==> src/rtl/wb_arbiter_if.sv <==
// Writeback arbiter bundle: two valid/ready writeback sources plus the registered
// regfile write port. The master modport is the requester side, slave is the arbiter.
interface wb_arbiter_if;
  logic        ex_valid;
  logic        ex_ready;
  logic [4:0]  ex_waddr;
  logic [31:0] ex_wdata;
  logic        lu_valid;
  logic        lu_ready;
  logic [4:0]  lu_waddr;
  logic [31:0] lu_wdata;
  logic [4:0]  reg_waddr;
  logic [31:0] reg_wdata;
  logic        reg_wen;
  logic        ex_starve;

  modport master (
    output ex_valid, ex_waddr, ex_wdata, lu_valid, lu_waddr, lu_wdata,
    input  ex_ready, lu_ready, reg_waddr, reg_wdata, reg_wen, ex_starve
  );

  modport slave (
    input  ex_valid, ex_waddr, ex_wdata, lu_valid, lu_waddr, lu_wdata,
    output ex_ready, lu_ready, reg_waddr, reg_wdata, reg_wen, ex_starve
  );
endinterface

==> src/rtl/wb_arbiter.sv <==
// Arbitrates the single regfile write port between EX and LU writeback sources.
// LU has default priority; EX gets one forced slot after MAX_WAIT consecutive refusals.
module wb_arbiter #(
  parameter int unsigned MAX_WAIT = 4,
  parameter int unsigned CNT_W    = 4
) (
  input logic         clk,
  input logic         rst,
  wb_arbiter_if.slave bus
);

  typedef enum logic [0:0] {StPriLu, StPriEx} state_e;

  localparam logic [CNT_W-1:0] MaxWait = CNT_W'(MAX_WAIT);

  state_e            state_q, state_d;
  logic [CNT_W-1:0]  cnt_q, cnt_d;
  logic [4:0]        reg_waddr_q;
  logic [31:0]       reg_wdata_q;
  logic              reg_wen_q;
  logic              ex_ready, lu_ready;
  logic              ex_accept, lu_accept;

  // Readies are forced low while reset is held so nothing is consumed during reset.
  always_comb begin
    ex_ready = 1'b0;
    lu_ready = 1'b0;
    if (!rst) begin
      unique case (state_q)
        StPriLu: begin
          lu_ready = bus.lu_valid;
          ex_ready = bus.ex_valid & ~bus.lu_valid;
        end
        StPriEx: begin
          ex_ready = bus.ex_valid;
          lu_ready = bus.lu_valid & ~bus.ex_valid;
        end
      endcase
    end
  end

  assign ex_accept = bus.ex_valid & ex_ready;
  assign lu_accept = bus.lu_valid & lu_ready;

  always_comb begin
    cnt_d = '0;
    if (bus.ex_valid && !ex_ready) begin
      cnt_d = (cnt_q == MaxWait) ? cnt_q : cnt_q + 1'b1;
    end
  end

  always_comb begin
    state_d = state_q;
    unique case (state_q)
      StPriLu: if (cnt_d == MaxWait) state_d = StPriEx;
      // Leave on accept, or recover if EX illegally withdrew its request.
      StPriEx: if (ex_accept || !bus.ex_valid) state_d = StPriLu;
    endcase
  end

  always_ff @(posedge clk or posedge rst) begin
    if (rst) begin
      state_q     <= StPriLu;
      cnt_q       <= '0;
      reg_waddr_q <= '0;
      reg_wdata_q <= '0;
      reg_wen_q   <= 1'b0;
    end else begin
      state_q <= state_d;
      cnt_q   <= cnt_d;
      if (lu_accept) begin
        reg_waddr_q <= bus.lu_waddr;
        reg_wdata_q <= bus.lu_wdata;
        reg_wen_q   <= |bus.lu_waddr;
      end else if (ex_accept) begin
        reg_waddr_q <= bus.ex_waddr;
        reg_wdata_q <= bus.ex_wdata;
        reg_wen_q   <= |bus.ex_waddr;
      end else begin
        reg_wen_q <= 1'b0;
      end
    end
  end

  assign bus.ex_ready  = ex_ready;
  assign bus.lu_ready  = lu_ready;
  assign bus.reg_waddr = reg_waddr_q;
  assign bus.reg_wdata = reg_wdata_q;
  assign bus.reg_wen   = reg_wen_q;
  assign bus.ex_starve = (state_q == StPriEx);

endmodule

==> src/flat_wrapper.sv <==
// flat-port wrapper written by rule: the top's interface ports become plain ports
module wb_arbiter_flat 
#(
  parameter int unsigned MAX_WAIT = 4,
  parameter int unsigned CNT_W    = 4
)
  (clk, rst, bus_ex_valid, bus_ex_waddr, bus_ex_wdata, bus_lu_valid, bus_lu_waddr, bus_lu_wdata, bus_ex_ready, bus_lu_ready, bus_reg_waddr, bus_reg_wdata, bus_reg_wen, bus_ex_starve);
  wb_arbiter_if bus_i ();
  input logic clk;
  input logic rst;
  input wire logic [$bits(bus_i.ex_valid)-1:0] bus_ex_valid;
  input wire logic [$bits(bus_i.ex_waddr)-1:0] bus_ex_waddr;
  input wire logic [$bits(bus_i.ex_wdata)-1:0] bus_ex_wdata;
  input wire logic [$bits(bus_i.lu_valid)-1:0] bus_lu_valid;
  input wire logic [$bits(bus_i.lu_waddr)-1:0] bus_lu_waddr;
  input wire logic [$bits(bus_i.lu_wdata)-1:0] bus_lu_wdata;
  output wire logic [$bits(bus_i.ex_ready)-1:0] bus_ex_ready;
  output wire logic [$bits(bus_i.lu_ready)-1:0] bus_lu_ready;
  output wire logic [$bits(bus_i.reg_waddr)-1:0] bus_reg_waddr;
  output wire logic [$bits(bus_i.reg_wdata)-1:0] bus_reg_wdata;
  output wire logic [$bits(bus_i.reg_wen)-1:0] bus_reg_wen;
  output wire logic [$bits(bus_i.ex_starve)-1:0] bus_ex_starve;
  assign bus_i.ex_valid = bus_ex_valid;
  assign bus_i.ex_waddr = bus_ex_waddr;
  assign bus_i.ex_wdata = bus_ex_wdata;
  assign bus_i.lu_valid = bus_lu_valid;
  assign bus_i.lu_waddr = bus_lu_waddr;
  assign bus_i.lu_wdata = bus_lu_wdata;
  assign bus_ex_ready = bus_i.ex_ready;
  assign bus_lu_ready = bus_i.lu_ready;
  assign bus_reg_waddr = bus_i.reg_waddr;
  assign bus_reg_wdata = bus_i.reg_wdata;
  assign bus_reg_wen = bus_i.reg_wen;
  assign bus_ex_starve = bus_i.ex_starve;
  wb_arbiter #(.MAX_WAIT(MAX_WAIT), .CNT_W(CNT_W)) u_core (.clk(clk), .rst(rst), .bus(bus_i));
endmodule
==> config.mk <==
export PLATFORM = sky130hd
export DESIGN_NAME = wb_arbiter_flat
export DESIGN_NICKNAME = d
export VERILOG_FILES = /design/src/rtl/wb_arbiter_if.sv /design/src/rtl/wb_arbiter.sv /design/src/flat_wrapper.sv
export SDC_FILE = /design/constraint.sdc
export NUM_CORES = 1
export LEC_CHECK = 0
export BUFFER_PORTS_ARGS = -buffer_cell sky130_fd_sc_hd__buf_2
export CORE_MARGIN = 4
export CORE_UTILIZATION = 39
export DETAILED_ROUTE_END_ITERATION = 8
export PLACE_DENSITY = 0.73
export SLEW_MARGIN = 5
export SYNTH_ARGS = -nofsm -noshare
export SYNTH_HDL_FRONTEND = slang
export SYNTH_SLANG_ARGS = --single-unit
==> constraint.sdc <==
create_clock -name clk -period 1.95 [get_ports clk]
set_clock_uncertainty 0.1 [all_clocks]
set_input_delay 0.39 -clock clk [delete_from_list [all_inputs] [get_ports clk]]
set_output_delay 0.39 -clock clk [all_outputs]
set_load 0.01 [all_outputs]
# [Word-level counts from Yosys, hierarchy flattened]
# Cells that the tools add are included.
[word_totals] wordCells=37 in_bits=78 out_inout_bits=41 register_bits=43
[classes] eq_ne=2 reduce_logical=7 n_addsub=1 n_mux=15 bitwise_logic=7
[ops] cell="32-bit two-way mux" count=2
[ops] cell="5-bit two-way mux" count=2
[ops] cell="5-bit OR reduction" count=2
[ops] cell="4-bit by 3-bit equality test with 1-bit output (second input constant)" count=2
[ops] cell="4-bit two-way mux" count=2
[ops] cell="1-bit two-way mux" count=6
[ops] cell="1-bit one-hot mux with 2 select lines" count=3
[ops] cell="4-bit by 1-bit adder with 4-bit output (second input constant)" count=1
[ops] cell="1-bit AND" count=4
[ops] cell="1-bit NOT" count=3
[ops] cell="1-bit zero test" count=2
[ops] cell="2-bit nonzero test" count=1
[ops] cell="1-bit logical AND" count=1
[ops] cell="1-bit logical OR" count=1

# [Depth between registers and ports, before layout]
# Gate-level depths: netlist (run 1).
[logic_depth] ltp_word=10 mapped_depth=5 depth_no_buf=5

# [Worst setup path before layout (run 1)]
# No wires, ideal clock.
[synth_path] kind="input -> output" start="input port rst" end="output port bus_lu_ready" arrival_time_ns=1.511 path_slack_ns=-0.051 cell_stages=3 path_buffers=1 required_ns=1.460 path_cell_list="inv_2 > and3_1 > clkbuf_1"
[synth_between] elab_chain_cells=1
[synth_lines] item="start: declaration" line_no="flat_wrapper.sv:10" text="input logic rst;"
[synth_lines] item="1-bit two-way mux" line_no="wb_arbiter.sv:28" text="if (!rst) begin"
[synth_lines] item="end: declaration" line_no="flat_wrapper.sv:18" text="output wire logic [$bits(bus_i.lu_ready)-1:0] bus_lu_ready;"
# No other way between the ends.

# [Final worst setup path (run 1)]
[layout_path] start="register u_core.state_q, in the netlist u_core.bus.ex_starve" end="output port bus_lu_ready"
[layout_between] elab_chain_cells=3
[layout_lines] item="start: declaration" line_no="wb_arbiter.sv:16" text="state_e state_q, state_d;"
[layout_lines] item="start signal: assignment" line_no="wb_arbiter.sv:63" text="state_q <= StPriLu;"
[layout_lines] item="start signal: assignment" line_no="wb_arbiter.sv:69" text="state_q <= state_d;"
[layout_lines] item="1-bit NOT" line_no="wb_arbiter.sv:29" text="unique case (state_q)"
[layout_lines] item="1-bit one-hot mux with 2 select lines *" line_no="wb_arbiter.sv:29"
[layout_lines] item="1-bit two-way mux *" line_no="wb_arbiter.sv:28"
# Every way passes the cells marked *; elsewhere a longest branch is shown, timed or not.

==> metrics.md, run 1 <==
| Metric | Value |
|---|---|
| Outcome | `finished clean` |
| Cell Int Power | `1580 uW` |
| Final instance area | `2750 sq um` |
| Max-slew headroom | `0.225` |
| Top FF cell, synth | `dfrtp_1` |
| Half-perimeter wire length after detailed placement | `around 4 mm` |
| Clock group share of total power | `0.284` |
| Async set-or-reset flop fraction in the synthesized netlist | `1.00` |
| Leading area contributor after synthesis | `dfrtp_1` |
| Yosys cell types | `29` |
| Row count | `25` |
| Via density per instance | `5.12` |
| Data required time of the worst path | `1.46 ns` |
| Highest net fanout along the worst path | `5` |
| Post-DR wirelength/cell | `15.6 um` |
| Most frequent cells after synthesis | `43 x dfrtp_1, 37 x a221o_1, 37 x and2_1, 6 x nor2_1, 5 x clkbuf_1` |
| Number of remaining DRC errors | `0` |
| Diode insertion count for antenna repair | `0` |
| Reg-to-reg endpoint | `u_core.bus.ex_starve` |
| Clock insertion delay at the later pin of the skew report | `0.29 ns` |
| Tcrit/Tclk final | `0.885` |
| Combinational fraction of design power | `0.230` |
| Vias | `approximately 1800` |
| Post-CTS Hold Fix Bufs | `0` |
| Slew Limit Fails | `0` |
| # nets final | `367` |
| Cells after synthesis | `167` |
| Reported max-cap violation count | `0` |
| Peak ir drop on the vdd network | `0.000354 V` |
| Final setup fails | `0` |
| Max frequency | `580 MHz` |
| Global-route total usage across every layer | `0.174` |
| Post-synth net total | `247` |
| Critical Path Source Type | `register` |
| Die area | `6290 sq um` |
| Clock tree from TritonCTS | `done` |
| Pwr per Cell Area | `between 700 and 800 nW/um^2` |
| Net switching power | `586 uW` |
| Area of the placeable core | `4820 sq um` |
| Final worst path period need | `1.73 ns` |
| Post-synthesis cell area | `1980 sq um` |
| Cts repair resizes | `0` |
| Wire length of the first global-routing pass | `8.60 mm` |
| Pin slew with the least headroom to its limit | `1.16 ns` |
| Number of synthesized flops with an enable pin | `0` |
| Violation count after the first detailed-route iteration | `140` |
| Total wire length after detailed routing | `between 5 and 6 mm` |
| Router iterations before antenna repair | `4` |
| Yosys warns | `0` |
| Worst setup path category | `register to output pin` |
| Maximum number of pins on one net before global-route repair | `44` |
| Part of the power in registers | `0.486` |
| Hold WS | `0.191 ns` |
| Cell types with the largest area share after synthesis | `dfrtp_1 54%, a221o_1 19%, and2_1 12%` |
| Final Wtd Congestion | `0.798` |
| Number of clock buffers inserted by TritonCTS | `5` |
| Share of cells above drive strength 1 | `0.472` |
| Endpoint kind of the worst setup timing path | `output pin` |
| Aggregate global routing overflow | `0` |
| Hold WC Path Type | `primary input to async pin` |
| Net Sw Frac | `0.270` |
| Count of H-tree levels built during CTS | `2` |
| Register-to-Register Path Depth | `4` |
| Clock sink count | `43` |
| Via count of the first global-routing pass | `1767` |
| Arrival time of the worst setup path | `1.24 ns` |
| Unrepaired setup endpoints after global routing | `no` |
| Buffers inserted during post-CTS setup optimization | `0` |
| Post-synth top area share | `0.543` |
| Vertical extent of the die | `just under 80 um` |
| Clk pin slew, worst setup/hold paths | `0.08 ns` |
| Worst R2R Start | `u_core.cnt_q[0]` |
| Max Buffers Root-to-Sink | `2` |
| P&R area growth vs syn | `38.6%` |
| Total cell area at the placement stage | `2650 sq um` |
| Die span in x | `~79 um` |
| Buffers added on ports | `~120` |
| Final core occ | `0.570` |
| Initial standard-cell utilization of the core | `0.411` |
| Count of fill cells added during filler insertion | `about 450` |
| Worst Setup SP | `u_core.bus.ex_starve` |
| Power, Total | `2160 uW` |
| Clock Root Buffer | `clkbuf_8` |
| Sequential element share of the synthesized area | `0.543` |
| Setup slack of the most critical reg-to-reg path | `0.23 ns` |
| Remaining antenna violation count | `0` |
| I/O Pins | `119` |
| Final Hold Vio Count | `0` |
| Leak pwr | `approximately 0.0014 uW` |
| Number of synthesized register bits | `43` |
| Most instantiated library cell after synthesis | `dfrtp_1` |
| Number of antenna violations at the first check in global routing | `0` |
| Mean post-synth cell area | `around 12 sq um` |
| Capturing instance or port of the critical path | `bus_lu_ready` |
critical path: stages, from the launching register on:
cell     delay [ns]
dfrtp_1        0.42
nand2_1        0.08
and3_1         0.27
buf_2          0.18
flip-flops by register name, indices dropped and copies added, names as in the netlist:
signal                cells
u_core.bus.reg_wen        1
u_core.bus.reg_wdata     32
u_core.bus.ex_starve      1
u_core.bus.reg_waddr      5
u_core.cnt_q              4
through the flow:
step	instances	TNS, ns	worst slack, ns
2_1_floorplan	167	0	0.186
3_3_place_gp	347	-0.279	-0.0212
3_5_place_dp	347	-2.18	-0.0840
4_1_cts	355	0	0.185
5_1_grt	355	0	0.105
6_report	355	0	0.225
per-layer routing:
metal	vias to the layer above	share of wire	global-route usage
met3	4	0.069	0.0420
met2	78	0.49	0.290
met4	0	0.011	0.0533
li1	872	-	-
met1	862	0.43	0.225
met5	-	0	0
power by group through the flow:
stage,combinational (uW),clock [uW],sequential (uW)
floorplan,215,0,1110
global placement,497,0,1060
detailed placement,508,0,1070
CTS,508,632,1050
global route,549,670,1070
finish,499,615,1050
logic make-up after synthesis:
family,share of synthesized area
compound gates,0.216
fa+ha+maj,0.0126
simple gates,0.182
mux,0.00505
flops,0.543
buf+inv,0.0417
area by class of cell:
class,instances,area (sq um),share of cell area
tap,67,83.8,0.0305
timing repair buffer,124,636,0.231
clock buffer,8,100,0.0364
inverter,5,21.3,0.00774
sequential,43,1080,0.392
multi-input combinational,108,830,0.302
cell usage in the layout, fill, tap and decap left out, types with 2 or more instances in the layout:
| master | n |
|---|---|
| a221o_1 | 37 |
| and2_1 | 37 |
| buf_2 | 118 |
| buf_4 | 6 |
| clkbuf_8 | 7 |
| dfrtp_1 | 43 |
| ha_1 | 2 |
| inv_1 | 4 |
| nand2_1 | 4 |
| nand3_1 | 2 |
| nor2_1 | 6 |
| nor3_1 | 4 |
| o21ai_0 | 2 |
worst min path at each step:
stage / start / end / slack [ns] / depth (start not counted)
6_report: rst / u_core.bus.reg_wdata[7] / 0.19 / 3
5_1_grt: bus_ex_wdata[28] / u_core.bus.reg_wdata[28] / 0.21 / 2
4_1_cts: rst / u_core.bus.reg_wdata[6] / 0.21 / 3
3_5_place_dp: u_core.bus.reg_waddr[3] / u_core.bus.reg_waddr[3] / 0.45 / 2
3_3_place_gp: u_core.bus.reg_wdata[24] / u_core.bus.reg_wdata[24] / 0.46 / 2
2_1_floorplan: rst / u_core.bus.ex_starve / 0.18 / 1
Note: power is estimated with default switching activity, not from simulation.
==> run 2, diff against run 1 <==
--- a/config.mk
+++ b/config.mk
@@ -5,6 +5,7 @@
 export SDC_FILE = /design/constraint.sdc
 export NUM_CORES = 1
 export LEC_CHECK = 0
+export ABC_AREA = 1
 export BUFFER_PORTS_ARGS = -buffer_cell sky130_fd_sc_hd__buf_2
 export CORE_MARGIN = 4
 export CORE_UTILIZATION = 39
==> run 2 against run 1 <==
- synthesized cell count rose by 51%
- worst setup slack improved by 0.046 ns
- utilization fell by 3.3 points
- sequential power barely moved
- clock power fell by 13%
- hold slack improved by 0.022 ns
- final area fell by 0.68%
- count of clock-buffer cells in the layout fell by 1
==> metrics.md, run 2 <==
| Metric | Value |
|---|---|
| Outcome | `finished clean` |
| Max frequency | `595 MHz (+2.7%)` |
| Top FF cell, synth | `dfrtp_1` |
| Cells after synthesis | `252 (+51%)` |
| Most common cell after layout, fill and taps aside | `nand2_1` |
| Fin worst setup slack | `0.271 ns (+0.0460 ns)` |
| Part of the power in registers | `0.516 (+0.030)` |
| Final core occ | `0.537 (-0.0327)` |
| Most instantiated library cell after synthesis | `nand2_1` |
| Endpoint kind of the worst setup timing path | `output pin` |
| Router iterations before antenna repair | `4 (unchanged)` |
| Final setup TNS | `0 ns (unchanged)` |
| Post-DR wirelength/cell | `12.2 um (-22%)` |
| Global-route total usage across every layer | `0.171 (-0.00329)` |
| Clock group share of total power | `0.261 (-0.023)` |
| Yosys cell types | `18 (-38%)` |
| Vias | `2025 (+12%)` |
| Number of antenna violations at the first check in global routing | `0 (unchanged)` |
| Max-slew headroom | `0.578 (+0.353)` |
| Maximum number of pins on one net before global-route repair | `44 (unchanged)` |
| Final worst path period need | `1.68 ns (-0.0460 ns)` |
| Critical Path Source Type | `register` |
| Total wire length after detailed routing | `5.37 mm (-2.9%)` |
| Remaining antenna violation count | `0 (unchanged)` |
| Clock insertion delay at the later pin of the skew report | `0.28 ns (about the same)` |
| Power, Total | `2050 uW (-5.1%)` |
| Cts repair resizes | `0 (unchanged)` |
| Wire length of the first global-routing pass | `8.60 mm (about the same)` |
| Highest net fanout along the worst path | `3 (-2)` |
| Clock tree from TritonCTS | `done` |
| Reported max-cap violation count | `0 (unchanged)` |
| Sequential element share of the synthesized area | `0.529 (-0.0143)` |
| Clock sink count | `43 (unchanged)` |
| Final Wtd Congestion | `0.755 (-5.4%)` |
| Buffers added on ports | `118 (unchanged)` |
| Die area | `6440 sq um (+2.4%)` |
| Clock Root Buffer | `clkbuf_8` |
| Vertical extent of the die | `80.2 um (+1.2%)` |
| Final instance area | `2730 sq um (-0.68%)` |
| Cell Int Power | `1450 uW (-8.2%)` |
| Leading cell types in the layout, fill and taps excluded | `123 x nand2_1, 118 x buf_2, 43 x dfrtp_1, 41 x nand3_1, 14 x inv_1` |
| Async set-or-reset flop fraction in the synthesized netlist | `1.00 (unchanged)` |
| Aggregate global routing overflow | `0 (unchanged)` |
| Via density per instance | `4.58 (-10%)` |
| Diode insertion count for antenna repair | `0 (unchanged)` |
| Leading area contributor after synthesis | `dfrtp_1` |
| Total cell area at the placement stage | `2650 sq um (unchanged)` |
| Count of H-tree levels built during CTS | `2 (unchanged)` |
| Most frequent cells after synthesis | `123 x nand2_1, 43 x dfrtp_1, 41 x nand3_1, 14 x inv_1, 8 x buf_6` |
| Initial standard-cell utilization of the core | `0.401 (-0.0103)` |
| Mean post-synth cell area | `8.08 sq um (-32%)` |
| Number of remaining DRC errors | `0 (unchanged)` |
| Post-synth net total | `332 (+34%)` |
| Leak pwr | `0.00157 uW (+10%)` |
| Pin slew with the least headroom to its limit | `0.633 ns (-0.529 ns)` |
| Area of the placeable core | `5070 sq um (+5.4%)` |
| Unrepaired setup endpoints after global routing | `no` |
| Share of cells above drive strength 1 | `0.363 (-0.109)` |
| Post-synthesis cell area | `2040 sq um (+2.7%)` |
| Max Buffers Root-to-Sink | `2 (unchanged)` |
| Number of synthesized flops with an enable pin | `0 (unchanged)` |
| Post-CTS Hold Fix Bufs | `0 (unchanged)` |
| Final setup fails | `0 (unchanged)` |
| Pwr per Cell Area | `753 nW/um^2 (-4.5%)` |
| I/O Pins | `119 (unchanged)` |
| # nets final | `451 (+23%)` |
| Cell types with the largest area share after synthesis | `dfrtp_1 53%, nand2_1 23%, nand3_1 10%` |
| Number of clock buffers inserted by TritonCTS | `5 (unchanged)` |
| Final Hold Vio Count | `0 (unchanged)` |
| Violation count after the first detailed-route iteration | `70 (-50%)` |
| Post-synth top area share | `0.529 (-0.0143)` |
| Number of synthesized register bits | `43 (unchanged)` |
| Arrival time of the worst setup path | `1.19 ns (-0.05 ns)` |
| Net Sw Frac | `0.294 (+0.0233)` |
| Hold WC Path Type | `primary input to register` |
| Worst setup slack after placement | `0.318 ns (+0.402 ns)` |
| Buffers inserted during post-CTS setup optimization | `0 (unchanged)` |
| Peak ir drop on the vdd network | `0.000305 V (-14%)` |
| Clk pin slew, worst setup/hold paths | `0.08 ns (about the same)` |
| Yosys warns | `0 (unchanged)` |
| Data required time of the worst path | `1.46 ns (about the same)` |
| Worst setup path category | `register to output pin` |
| Via count of the first global-routing pass | `1921 (+8.7%)` |
| Die span in x | `80.2 um (+1.2%)` |
| Tcrit/Tclk final | `0.861 (-0.0236)` |
| Combinational fraction of design power | `0.224 (-0.006)` |
| Half-perimeter wire length after detailed placement | `4.02 mm (-2.1%)` |
| P&R area growth vs syn | `34.0%` |
| Slew Limit Fails | `0 (unchanged)` |
| Net switching power | `603 uW (+3.1%)` |
| Number of flip-flops in the largest register | `32 (unchanged)` |
| Row count | `26 (+4.0%)` |
run 2: final cells by class:
type / instances / area, sq um
Clock buffer: 7 / 76.3
Clock inverter: 1 / 5.00
Fill cell: 519 / 2350
Inverter: 17 / 63.8
Multi-Input combinational cell: 181 / 791
Sequential cell: 43 / 1080
Tap cell: 70 / 87.6
Timing Repair Buffer: 123 / 628
run 2: worst paths after layout:
| check | end | cells after the start | slack (ns) | startpoint |
|---|---|---|---|---|
| min | u_core.bus.reg_wdata[23] | 3 | 0.21 | bus_lu_wdata[23] |
| min in group asynchronous | u_core.bus.ex_starve | 3 | 0.22 | rst |
| max in group asynchronous | u_core.bus.reg_wdata[7] | 3 | 1.16 | rst |
| max | bus_ex_ready | 5 | 0.27 | u_core.bus.ex_starve |
| min reg2reg | u_core.bus.reg_wdata[7] | 2 | 0.38 | u_core.bus.reg_wdata[7] |
| max reg2reg | u_core.bus.ex_starve | 8 | 0.55 | u_core.cnt_q[0] |
run 2: logic make-up after synthesis:
kind of cell | synth area share
simple gates | 0.356
flops | 0.529
fa+ha+maj | 0.0123
compound gates | 0.0203
buf+inv | 0.0830
run 2: stage by stage:
| stage | hold slack [ns] | std cells |
|---|---|---|
| floorplan | 0.317 | 252 |
| global placement | 0.361 | 434 |
| detailed placement | 0.364 | 434 |
| CTS | 0.205 | 442 |
| global route | 0.210 | 442 |
| finish | 0.213 | 442 |
run 2: critical path: stages (launching register included):
cell and delay (ns):
dfrtp_1 0.40, inv_1 0.08, nand2_1 0.07, nand2_1 0.15
inv_2 0.06, buf_2 0.14
run 2: layer usage:
metal  share of wire  track usage  routed length (um)  vias up
met1            0.43        0.207                2300      920
li1                -            -                   -     1027
met3           0.077       0.0392                 416        7
met5               0            0                   0        -
met4           0.013       0.0608                  70        0
met2            0.48        0.296                2590       71
run 2: power by group through the flow:
stage	clock, uW	sequential [uW]	combinational, uW
2_1_floorplan	0	1120	195
3_3_place_gp	0	1070	460
3_5_place_dp	0	1070	469
4_1_cts	555	1060	470
5_1_grt	579	1070	522
6_report	535	1060	460
